`config.mk`:
```
export PLATFORM = sky130hd
export DESIGN_NAME = maze_move_ctrl
export DESIGN_NICKNAME = d
export VERILOG_FILES = /design/src/rtl/maze_pkg.sv /design/src/rtl/maze_adjacency.sv /design/src/rtl/maze_move_ctrl.sv
export SDC_FILE = /design/constraint.sdc
export NUM_CORES = 1
export LEC_CHECK = 0
export CAP_MARGIN = 20
export CORE_MARGIN = 4
export CORE_UTILIZATION = 45
export DETAILED_ROUTE_END_ITERATION = 8
export PLACE_DENSITY = 0.85
export SETUP_SLACK_MARGIN = 0.1
export SLEW_MARGIN = 10
export SYNTH_ARGS = -nofsm -noshare
export SYNTH_HDL_FRONTEND = slang
export SYNTH_HIERARCHICAL = 1
export SYNTH_SLANG_ARGS = --single-unit
```
`constraint.sdc`:
```
create_clock -name clk -period 5.2 [get_ports clk]
set_input_delay 0.78 -clock clk [delete_from_list [all_inputs] [get_ports clk]]
set_output_delay 0.78 -clock clk [all_outputs]
set_load 0.02 [all_outputs]
```
`src/rtl/maze_pkg.sv`:
```
`default_nettype none
// ============================================================================
// Module  : maze_pkg
// Brief   : Shared maze geometry constants, cell/direction/FSM types.
// Revision: 1.0
// ============================================================================
package maze_pkg;

    localparam int GRID_W    = 6;
    localparam int NUM_CELLS = 36;

    typedef logic [5:0] cell_t;

    localparam cell_t NO_BLOCK = 6'd63;

    typedef enum logic [1:0] {
        DIR_UP    = 2'd0,
        DIR_RIGHT = 2'd1,
        DIR_DOWN  = 2'd2,
        DIR_LEFT  = 2'd3
    } dir_t;

    typedef enum logic [2:0] {
        S_IDLE   = 3'd0,
        S_CHECK  = 3'd1,
        S_MOVING = 3'd2,
        S_DONE   = 3'd3,
        S_FAULT  = 3'd4
    } state_t;

    function automatic logic cell_valid(input cell_t c);
        return c < cell_t'(NUM_CELLS);
    endfunction

endpackage
`default_nettype wire

```
`src/rtl/maze_adjacency.sv`:
```
`default_nettype none
// ============================================================================
// Module  : maze_adjacency
// Brief   : Combinational orthogonal-neighbour test between two maze cells.
// Revision: 1.0
// ============================================================================
module maze_adjacency
    import maze_pkg::*;
(
    input  cell_t cur,
    input  cell_t nxt,
    output logic  adjacent,
    output dir_t  dir
);

    cell_t w_cur_row;
    cell_t w_cur_col;
    cell_t w_nxt_row;
    cell_t w_nxt_col;

    always_comb begin
        w_cur_row = cur / cell_t'(GRID_W);
        w_cur_col = cur % cell_t'(GRID_W);
        w_nxt_row = nxt / cell_t'(GRID_W);
        w_nxt_col = nxt % cell_t'(GRID_W);
    end

    // Row/column comparison rather than index arithmetic keeps col 5 -> col 0
    // from looking like a step to the right.
    always_comb begin
        adjacent = 1'b0;
        dir      = DIR_UP;
        if (cell_valid(cur) && cell_valid(nxt)) begin
            if (w_nxt_col == w_cur_col) begin
                if (w_nxt_row + 6'd1 == w_cur_row) begin
                    adjacent = 1'b1;
                    dir      = DIR_UP;
                end else if (w_nxt_row == w_cur_row + 6'd1) begin
                    adjacent = 1'b1;
                    dir      = DIR_DOWN;
                end
            end else if (w_nxt_row == w_cur_row) begin
                if (w_nxt_col == w_cur_col + 6'd1) begin
                    adjacent = 1'b1;
                    dir      = DIR_RIGHT;
                end else if (w_nxt_col + 6'd1 == w_cur_col) begin
                    adjacent = 1'b1;
                    dir      = DIR_LEFT;
                end
            end
        end
    end

endmodule
`default_nettype wire

```
`src/rtl/maze_move_ctrl.sv`:
```
`default_nettype none
// ============================================================================
// Module  : maze_move_ctrl
// Brief   : Validates a requested one-cell move and times the motor for it.
// Revision: 1.0
// ============================================================================
module maze_move_ctrl
    import maze_pkg::*;
#(
    parameter int MOVE_CYCLES = 50_000_000,
    parameter int NUM_BLOCKED = 16
) (
    input  logic                       clk,
    input  logic                       rst,
    input  logic                       start_load,
    input  logic [5:0]                 start_state,
    input  logic [6*NUM_BLOCKED-1:0]   blocked,
    input  logic                       timer_start,
    input  logic [5:0]                 next_state,
    output logic [5:0]                 maze_state,
    output logic                       move_complete,
    output logic                       motor_en,
    output logic [1:0]                 dir,
    output logic                       busy,
    output logic                       fault
);

    localparam int               CNT_W  = $clog2(MOVE_CYCLES + 1);
    localparam logic [CNT_W-1:0] c_load = CNT_W'(MOVE_CYCLES - 1);

    state_t           r_state;
    state_t           w_state_nxt;
    cell_t            r_target;
    logic [CNT_W-1:0] r_count;
    logic             w_adjacent;
    dir_t             w_adj_dir;
    logic             w_blocked_hit;
    logic             w_legal;

    maze_adjacency u_adj (
        .cur      (maze_state),
        .nxt      (r_target),
        .adjacent (w_adjacent),
        .dir      (w_adj_dir)
    );

    always_comb begin
        w_blocked_hit = 1'b0;
        for (int i = 0; i < NUM_BLOCKED; i++) begin
            if (blocked[i*$bits(cell_t) +: $bits(cell_t)] == r_target) begin
                w_blocked_hit = 1'b1;
            end
        end
    end

    assign w_legal = w_adjacent && !w_blocked_hit;

    always_ff @(posedge clk or posedge rst) begin
        if (rst) begin
            r_state <= S_IDLE;
        end else begin
            r_state <= w_state_nxt;
        end
    end

    always_comb begin
        w_state_nxt = r_state;
        case (r_state)
            S_IDLE: begin
                if (timer_start) begin
                    w_state_nxt = S_CHECK;
                end
            end
            S_CHECK: begin
                if (r_target == maze_state) begin
                    w_state_nxt = S_DONE;
                end else if (w_legal) begin
                    w_state_nxt = S_MOVING;
                end else begin
                    w_state_nxt = S_FAULT;
                end
            end
            S_MOVING: begin
                if (r_count == '0) begin
                    w_state_nxt = S_DONE;
                end
            end
            S_DONE:  w_state_nxt = S_IDLE;
            S_FAULT: w_state_nxt = S_FAULT;
            default: w_state_nxt = S_IDLE;
        endcase
        // A load overrides everything, including a same-cycle request.
        if (start_load) begin
            w_state_nxt = cell_valid(start_state) ? S_IDLE : S_FAULT;
        end
    end

    // Status outputs are registered copies of the next state so they line up
    // exactly with the state they describe.
    always_ff @(posedge clk or posedge rst) begin
        if (rst) begin
            maze_state    <= '0;
            move_complete <= 1'b0;
            motor_en      <= 1'b0;
            dir           <= DIR_UP;
            busy          <= 1'b0;
            fault         <= 1'b0;
            r_target      <= '0;
            r_count       <= '0;
        end else begin
            move_complete <= (w_state_nxt == S_DONE);
            motor_en      <= (w_state_nxt == S_MOVING);
            fault         <= (w_state_nxt == S_FAULT);
            busy          <= (w_state_nxt != S_IDLE) && (w_state_nxt != S_FAULT);

            if (r_state == S_IDLE && timer_start && !start_load) begin
                r_target <= next_state;
            end

            if (start_load) begin
                maze_state <= start_state;
                r_count    <= '0;
            end else begin
                if (r_state != S_DONE && w_state_nxt == S_DONE) begin
                    maze_state <= r_target;
                end
                if (r_state == S_CHECK && w_state_nxt == S_MOVING) begin
                    r_count <= c_load;
                    dir     <= w_adj_dir;
                end else if (r_state == S_MOVING && r_count != '0) begin
                    r_count <= r_count - 1'b1;
                end
            end
        end
    end

endmodule
`default_nettype wire
```
==> metrics.cfg <==
[place]
dpl.hpwl_mm = 11.0
port_buffers = 123
globalplace.congestion = 0.901

[synthesis]
synth-edff-count = 0
synth_top_area_cell = dfrtp_1
synth_flop_cell = dfrtp_1
synth_area_leaders = dfrtp_1 (23%), xnor2_1 (19%), xor2_1 (6.1%)
synth_area_mm2 = 0.00515
syn_nets = 714
netlist.area_leader.share = 0.228
synth_warnings = 6
syn_avg_cell_area_um2 = 8.65
synth_commonest_cells = xnor2_1 (114), dfrtp_1 (47), xor2_1 (36)
ys_ff_latch = 47
synth.yosys.seq_area_share = 0.228
synth-async-reset-ratio = 1.00
synth.most_common_cell = xnor2_1
ys_types = 82
synth_cells = 595

[critical_path]
rr_endpoint = dir[0]
reg2reg_slack_ns = 0.49
timing.rr.start = r_target[5]
cp-start-kind = flip-flop
crit_path_max_fanout = 20
cp.required_ns = 5.37
crit_arrival_ns = 4.88
reg2reg_depth = 16
end_kind = flip-flop
path_class = reg2reg

[global_route]
grt_pass1_vias = 4872
grt_max_degree = 48
grt.total_usage = 0.214
antenna_found_initial = 0
grt_pass1_wl_mm = 23.5
grt-ovfl-total = 0

[final_layout]
multi_input_area_mm2 = 0.00367
nFillCells = 918
layout.nets = 815
area_delta_synth_final_pct = 28.1
n_antenna_cell = 0
drive_gt1_frac = 0.0832
regArea_mm2 = 0.00118

[timing]
rsz0062_at_grt = no
hold_viol_final = 0
post-route-period-util = 0.905
slew_violations = 0
tightestPinTransition_ns = 0.753
setup_viol_count_final = 0
maxSlewHeadroom = 0.493
setup_tns_ns = 0
fmax_mhz = 212
whs_ns = 0.569
fin_skew_ns = 0.00775
min_period_ns = 4.71

[drt]
drtIter0Drc = 249
top_layer_used = met4
vias = 4849
vias_per_cell = 5.79
drt-met1-wl_mm = 6.06
drc = 0
route.met3.wl_um = 826
route.detailed.wl_per_inst_um = 17.4
wl_mm = 14.6
postRouteAntennaNets = 0
wl_met2_mm = 7.48
drt-pass1-iter-count = 5

[hold_path]
hold_path_end = r_count[5]
hold_path_class = reg2reg
hold_depth = 2
hold_start = r_count[5]

[clocking]
cts_hold_buf = 0
path_clk_slew_ns = 0.07
cts_tree = built
clockBufferDepth = 2
htree_num_levels = 2
root_buffer = clkbuf_16
cts_buffers = 5
cts_sinks = 47
clkLatencyLatePin_ns = 0.29

[status]
outcome = completed

[pwr]
irDropWorstVdd_v = 0.000198
leakage_nw = 2.60
total_power_w = 0.00215
power_density_mw_per_mm2 = 326

[run]
cap_violations = 0

[floorplan]
core-area_mm2 = 0.0110
num_rows = 38
fp.dieH_um = 115
die_w_um = 115
start_util = 0.467
dieArea_mm2 = 0.0132
ios = 124

-- final cells by class --
type	instances	share of cell area
clock buffers	6	0.0211
clock inverters	2	0.00247
inverters	18	0.0102
multi-input cells	487	0.557
flip-flops and latches	47	0.178
well taps	140	0.0266
repair buffers	137	0.205
-- state kept, by name, indices dropped and copies added (netlist names) --
signal	count
maze_state	6
r_state	3
motor_en	1
r_target	6
fault	1
move_complete	1
dir	2
busy	1
r_count	26
-- worst max-delay path: stages (launching register included) --
cell and delay (ns):
dfrtp_1 0.56, and3b_1 0.29, or2_1 0.26, o21a_1 0.19, ha_1 0.33, and3b_1 0.20, o32a_1 0.32, o211a_1 0.19
or3_1 0.36, a22oi_1 0.16, and4_1 0.24, nand2_1 0.08, a31oi_1 0.18, o31ai_1 0.12, nor4_1 0.34, nand3_2 0.37
mux2_2 0.42
-- metal layers --
layer	global-route usage	vias up
met4	0.0462	0
met5	0	-
met1	0.267	2342
li1	-	2331
met3	0.0389	27
met2	0.384	149
-- through the flow --
stage                     utilization  instances  worst slack, ns  area, µm²
after CTS                       0.595        836            0.302       6570
after global placement          0.581        828            0.541       6410
after detailed placement        0.581        828            0.377       6410
final                           0.598        837            0.492       6590
after global routing            0.598        837            0.224       6590
after floorplan                     -        595            0.994       5150
-- worst max-delay path by stage --
stage / start / to / slack, ns / cells after the start
5_1_grt: r_target[5] / dir[0] / 0.22 / 16
3_3_place_gp: r_target[5] / dir[1] / 0.54 / 16
2_1_floorplan: maze_state[3] / r_count[7] / 0.99 / 19
6_report: r_target[5] / dir[0] / 0.49 / 16
4_1_cts: r_target[5] / dir[0] / 0.30 / 16
3_5_place_dp: r_target[5] / dir[0] / 0.38 / 16
-- kinds of logic (layout without fill, tap and decap cells) --
| logic type | Yosys count | in the layout | share of synthesized area |
|---|---|---|---|
| AND/OR/NAND/NOR | 206 | 206 | 0.257 |
| XOR/XNOR | 150 | 150 | 0.255 |
| AO/OA/AOI/OAI | 114 | 114 | 0.161 |
| buffers and inverters | 61 | 163 | 0.0596 |
| flip-flops | 47 | 47 | 0.228 |
| adder cells (fa/ha/maj) | 9 | 9 | 0.0211 |
| multiplexers | 8 | 8 | 0.0175 |
-- where the power goes --
group | total, W | switching (W) | internal [W]
logic | 0.00135 | 0.000719 | 0.000632
clock network | 0.000335 | 0.000143 | 0.000192
registers | 0.000459 | 0.0000665 | 0.000393
-- placed cells by master, fill, tap and decap left out, drive strengths merged, types with 16 or more instances in the layout --
cell,netlist,routed
o21ai,29,29
nor3,16,16
xor2,36,36
inv,18,18
clkdlybuf4s50,0,123
a21oi,18,18
dfrtp,47,47
nand2,31,31
nand4,22,22
xnor2,114,114
nor2,21,21
-- what timing repair did --
item                                    in CTS  in global routing
endpoints found under the setup margin       0                 19
resized for setup                            0                  1
buffers inserted                             0                  0
(Power assumes the default switching activity.)
==> patch 1 (same settings) <==
Register the inputs `start_load`, `start_state`, `blocked`, `timer_start` and `next_state` before use. The logic sees them one clock later.
--- a/src/rtl/maze_move_ctrl.sv
+++ b/src/rtl/maze_move_ctrl.sv
@@ -30,2 +30,16 @@
 
+    logic start_load_q;
+    logic [5:0] start_state_q;
+    logic [6*NUM_BLOCKED-1:0] blocked_q;
+    logic timer_start_q;
+    logic [5:0] next_state_q;
+
+    always_ff @(posedge clk) begin
+        start_load_q  <= start_load;
+        start_state_q <= start_state;
+        blocked_q     <= blocked;
+        timer_start_q <= timer_start;
+        next_state_q  <= next_state;
+    end
+
     state_t           r_state;
@@ -49,3 +63,3 @@
         for (int i = 0; i < NUM_BLOCKED; i++) begin
-            if (blocked[i*$bits(cell_t) +: $bits(cell_t)] == r_target) begin
+            if (blocked_q[i*$bits(cell_t) +: $bits(cell_t)] == r_target) begin
                 w_blocked_hit = 1'b1;
@@ -69,3 +83,3 @@
             S_IDLE: begin
-                if (timer_start) begin
+                if (timer_start_q) begin
                     w_state_nxt = S_CHECK;
@@ -92,4 +106,4 @@
         // A load overrides everything, including a same-cycle request.
-        if (start_load) begin
-            w_state_nxt = cell_valid(start_state) ? S_IDLE : S_FAULT;
+        if (start_load_q) begin
+            w_state_nxt = cell_valid(start_state_q) ? S_IDLE : S_FAULT;
         end
@@ -115,8 +129,8 @@
 
-            if (r_state == S_IDLE && timer_start && !start_load) begin
-                r_target <= next_state;
+            if (r_state == S_IDLE && timer_start_q && !start_load_q) begin
+                r_target <= next_state_q;
             end
 
-            if (start_load) begin
-                maze_state <= start_state;
+            if (start_load_q) begin
+                maze_state <= start_state_q;
                 r_count    <= '0;
Function: changed (Yosys sat finds a counterexample within 4 cycles, from zero or initial values and one cycle with rst high).
==> patch 1 against the unedited design <==
  * Sequential power rose to 3.0 times the old value
  * Final area up 41%
  * Area after synthesis up 42%
  * Via count up 13%
  * Worst hold slack worse by 0.10 ns
  * Wire length up 18%
  * Setup slack worse by 0.14 ns
  * Final cell count up 25%
  * Sequential cell count up 110
  * Maximum frequency down 3.0%
  * Power up 78%
  * Largest cell class unchanged
==> patch 1: results (changes against the unedited design) <==
| Metric | Value |
|---|---|
| Slowest cell on the critical path | dfrtp_1 |
| DP HPWL | 12.50 mm (+13%) |
| Post-synthesis mux area share | 2.102% (+0.35 points) |
| Nets | 934 (+15%) |
| First-pass DRT Iterations | 4 (-1) |
| First-pass GRT wire length | 27.37 mm (+17%) |
| Crit path DAT | 5.16 ns (+0.28 ns) |
| Initial antenna violation count | 0 (unchanged) |
| Via count | 5460 (+13%) |
| Largest net degree at the start of global routing | 48 (unchanged) |
| Complex-gate fraction of the synthesized area | 11.07% (-5.0 points) |
| Crit-path max cell delay | 0.41 ns (-0.15 ns) |
| Later-pin clock latency in the skew report | 0.43 ns (+0.14 ns) |
| Worst-margin pin slew | 0.7980 ns (+0.04519 ns) |
| Net Count, Synth | 809 (+13%) |
| LEAKAGE | 3.669 nW (+41%) |
| CTS clk-pin slew, worst paths | 0.06 ns |
| Post-synthesis adder-cell area fraction | 1.487% (-0.63 points) |
| DRT Wirelength | 17.22 mm (+18%) |
| Diode count | 0 (unchanged) |
| Clock Tree Buf Depth | 2 (unchanged) |
| XOR/XNOR Fraction of Synth Area | 18.16% (-7.4 points) |
| Post-synth top cells | dfxtp_1, xnor2_1, dfrtp_1 |
| First-iteration detailed-routing DRC count | 409 (+64%) |
| Place WS | 0.2468 ns (-0.1299 ns) |
| Vias in the first global route | 5446 (+12%) |
| YS warnings | 6 (unchanged) |
| CTS H-tree lvls | 4 (+2) |
| Biggest regs | blocked_q x96, r_count x26 |
| Sequential area share after synthesis | 46.14% (+23 points) |
| Synth top area cells | dfxtp_1, dfrtp_1, xnor2_1 |
| Status | completed |
| CTS Root Cell | clkbuf_16 |
| Total global-route track usage | 19.10% (-2.3 points) |
| Post-synth cell types | 77 (-6.1%) |
| Clk_skew | 0.01123 ns (+0.003477 ns) |
| Crit-path max FO | 13 (-35%) |
| Biggest register | blocked_q |
| Port Buffers | 123 (unchanged) |
| Placer congestion estimate | 0.9365 (+4.0%) |
| Layout cells sized above 1 | 10.04% (+1.7 points) |
| Post-synth ARST share | 29.94% (-70 points) |
| Peak supply drop | 0.0002851 V (+44%) |
| HP Class | register to register |
| Inserted Clock Buffers | 17 (+12) |
==> patch 1: path summary, 6_finish.rpt <==
| path | start | to | slack [ns] | cells past startpoint |
|---|---|---|---|---|
| max in group asynchronous | rst | r_count[0] | 4.00 | 3 |
| min in group asynchronous | rst | r_count[25] | 0.70 | 2 |
| worst max register to register | r_target[4] | dir[1] | 0.35 | 19 |
| worst max-delay path | r_target[4] | dir[1] | 0.35 | 19 |
| worst min-delay path | next_state_q[2] | r_target[2] | 0.47 | 1 |
| worst min register to register | next_state_q[2] | r_target[2] | 0.47 | 1 |
==> patch 1: area by class of cell <==
class | instances | area (sq um)
fillers | 1266 | 6658
clock inverters | 7 | 73.82
inverters | 22 | 82.58
repair buffers | 147 | 1424
well taps | 216 | 270.3
clock buffers | 24 | 515.5
multi-input cells | 470 | 3540
flip-flops and latches | 157 | 3379
==> patch 1: worst max-delay path, delay by kind of cell, from the launching register on <==
| kind | cells | cell delay, ns |
|---|---|---|
| buf+inv | 2 | 0.43 |
| simple gates | 6 | 1.27 |
| mux | 1 | 0.29 |
| xor+xnor | 2 | 0.47 |
| compound gates | 7 | 1.51 |
| fa+ha+maj | 1 | 0.36 |
| flops | 1 | 0.41 |
==> patch 1: layer usage <==
layer | track usage (%) | share of wire (%) | vias up
met1 | 22.79 | 42 | 2597
li1 | - | - | 2656
met5 | 0 | 0 | -
met3 | 4.532 | 6.5 | 27
met2 | 33.05 | 50 | 180
met4 | 7.895 | 2.2 | 0
==> patch 1: where the power goes <==
group | switching (mW) | internal (mW)
combinational | 0.654 | 0.594
clock | 0.470 | 0.743
sequential | 0.0826 | 1.28
==> patch 1: timing repair <==
action / CTS / global route
setup endpoints to repair: 0 / 25
hold buffers: 0 / 0
resized for setup: 0 / 3
buffers inserted: 0 / 3
==> patch 1: through the flow <==
stage / utilization [%] / instance area, sq um / cells / hold slack (ns) / power (mW)
floorplan: - / 7322 / 690 / 0.4295 / 2.355
global placement: 54.18 / 8638 / 1008 / 0.4442 / 2.563
detailed placement: 54.18 / 8638 / 1008 / 0.4520 / 2.595
CTS: 57.88 / 9228 / 1039 / 0.4695 / 3.820
global route: 58.24 / 9285 / 1043 / 0.4906 / 4.009
finish: 58.24 / 9285 / 1043 / 0.4669 / 3.823
==> patch 1: logic make-up after synthesis <==
group           after synthesis
fa+ha+maj                     9
buf+inv                      63
compound gates              107
mux                          13
flops                       157
xor+xnor                    151
simple gates                190
==> patch 2 (same settings) <==
Without the edit above. Set the parameter `MOVE_CYCLES` to 200_000_000 (it was 50_000_000).
--- a/src/rtl/maze_move_ctrl.sv
+++ b/src/rtl/maze_move_ctrl.sv
@@ -9,3 +9,3 @@
 #(
-    parameter int MOVE_CYCLES = 50_000_000,
+    parameter int MOVE_CYCLES = 200_000_000,
     parameter int NUM_BLOCKED = 16
Function: no difference found for any inputs over 4 cycles, from zero or initial values and one cycle with rst high; that may be too few to reach the edited logic, so the function may still have changed.
==> patch 2 against the unedited design <==
  * Final area is 0.82% higher
  * Final cell count up 0.84%
  * First-iteration DRC count grew 96%
  * Die area is 0.68% higher
  * Power rose by 0.15%
  * Largest power group unchanged
  * Worst hold slack improved by 0.0098 ns
  * Clock power fell by 6.3%
  * Critical path type unchanged
  * Wire length rose by 2.5%
  * Maximum frequency is 2.0% lower
  * Sequential cell count up 2
  * Setup slack got worse by 0.098 ns
  * Combinational power barely moved
  * Area after synthesis rose by 0.73%
==> patch 2: results (changes against the unedited design) <==
| Metric | Value |
|---|---|
| Status | completed |
| Post-synth cell types | 77 (-6.1%) |
| Pwr dens | 323.4 nW/um^2 (-0.66%) |
| Placer congestion estimate | 0.9132 (+1.4%) |
| Largest net degree at the start of global routing | 50 (+4.2%) |
| Post-synth top cells | xnor2_1, dfrtp_1, xor2_1 |
| Post-Place Cells | 834 (+0.72%) |
| Crit path DAT | 4.98 ns (+0.10 ns) |
| Synth top area cells | dfrtp_1, xnor2_1, xor2_1 |
| Switch share | 42.62% (-0.66 points) |
| Cell Area, Placed | 6460 sq um (+0.74%) |
| FILL cells | 929 (+1.2%) |
| Met2 wire length | 7.588 mm (+1.5%) |
| Met1 Use GR | 28.09% (+1.4 points) |
| Total global-route track usage | 21.75% (+0.37 points) |
| Grt met2 use | 38.08% (-0.31 points) |
| Final core utilization | 60.00% (+0.23 points) |
| Layout Cells excl Fill | 844 (+0.84%) |
| Net Count, Synth | 719 (+0.70%) |
| Seq pwr | 0.482 mW (+5.0%) |
| DRT Wirelength | 14.97 mm (+2.5%) |
| Met3 usage | 3.368% (-0.53 points) |
| Place WS | 0.5703 ns (+0.1936 ns) |
| Biggest regs | r_count x28, maze_state x6, r_target x6 |
| First-pass DRT Iterations | 6 (+1) |
| Layout cells sized above 1 | 6.818% (-1.5 points) |
==> patch 2: path summary, 6_finish.rpt <==
kind	from	end	slack [ns]	cells past startpoint
setup / recovery	r_target[4]	dir[0]	0.39	17
hold / removal	dir[1]	dir[1]	0.58	1
setup reg to reg	r_target[4]	dir[0]	0.39	17
hold reg to reg	dir[1]	dir[1]	0.58	1
max in group asynchronous	rst	maze_state[2]	3.97	3
min in group asynchronous	rst	r_count[24]	0.73	2
==> patch 2: final cells by class <==
cell class	instances	area share, %
tap	140	2.636
multi-input combinational	492	55.16
inverter	17	0.9601
sequential	49	18.49
clock buffer	8	2.052
timing repair buffer	138	20.71
==> patch 2: cells by family (layout without fill, tap and decap cells) <==
kind of cell             Yosys count  in the layout  synth area share (%)
AND/OR/NAND/NOR                  206            206                 25.12
XOR/XNOR                         152            152                 25.68
AO/OA/AOI/OAI                    116            116                 15.83
buffers and inverters             58            163                 5.647
flip-flops                        49             49                 23.65
adder cells (fa/ha/maj)           10             10                 2.341
multiplexers                       8              8                 1.738
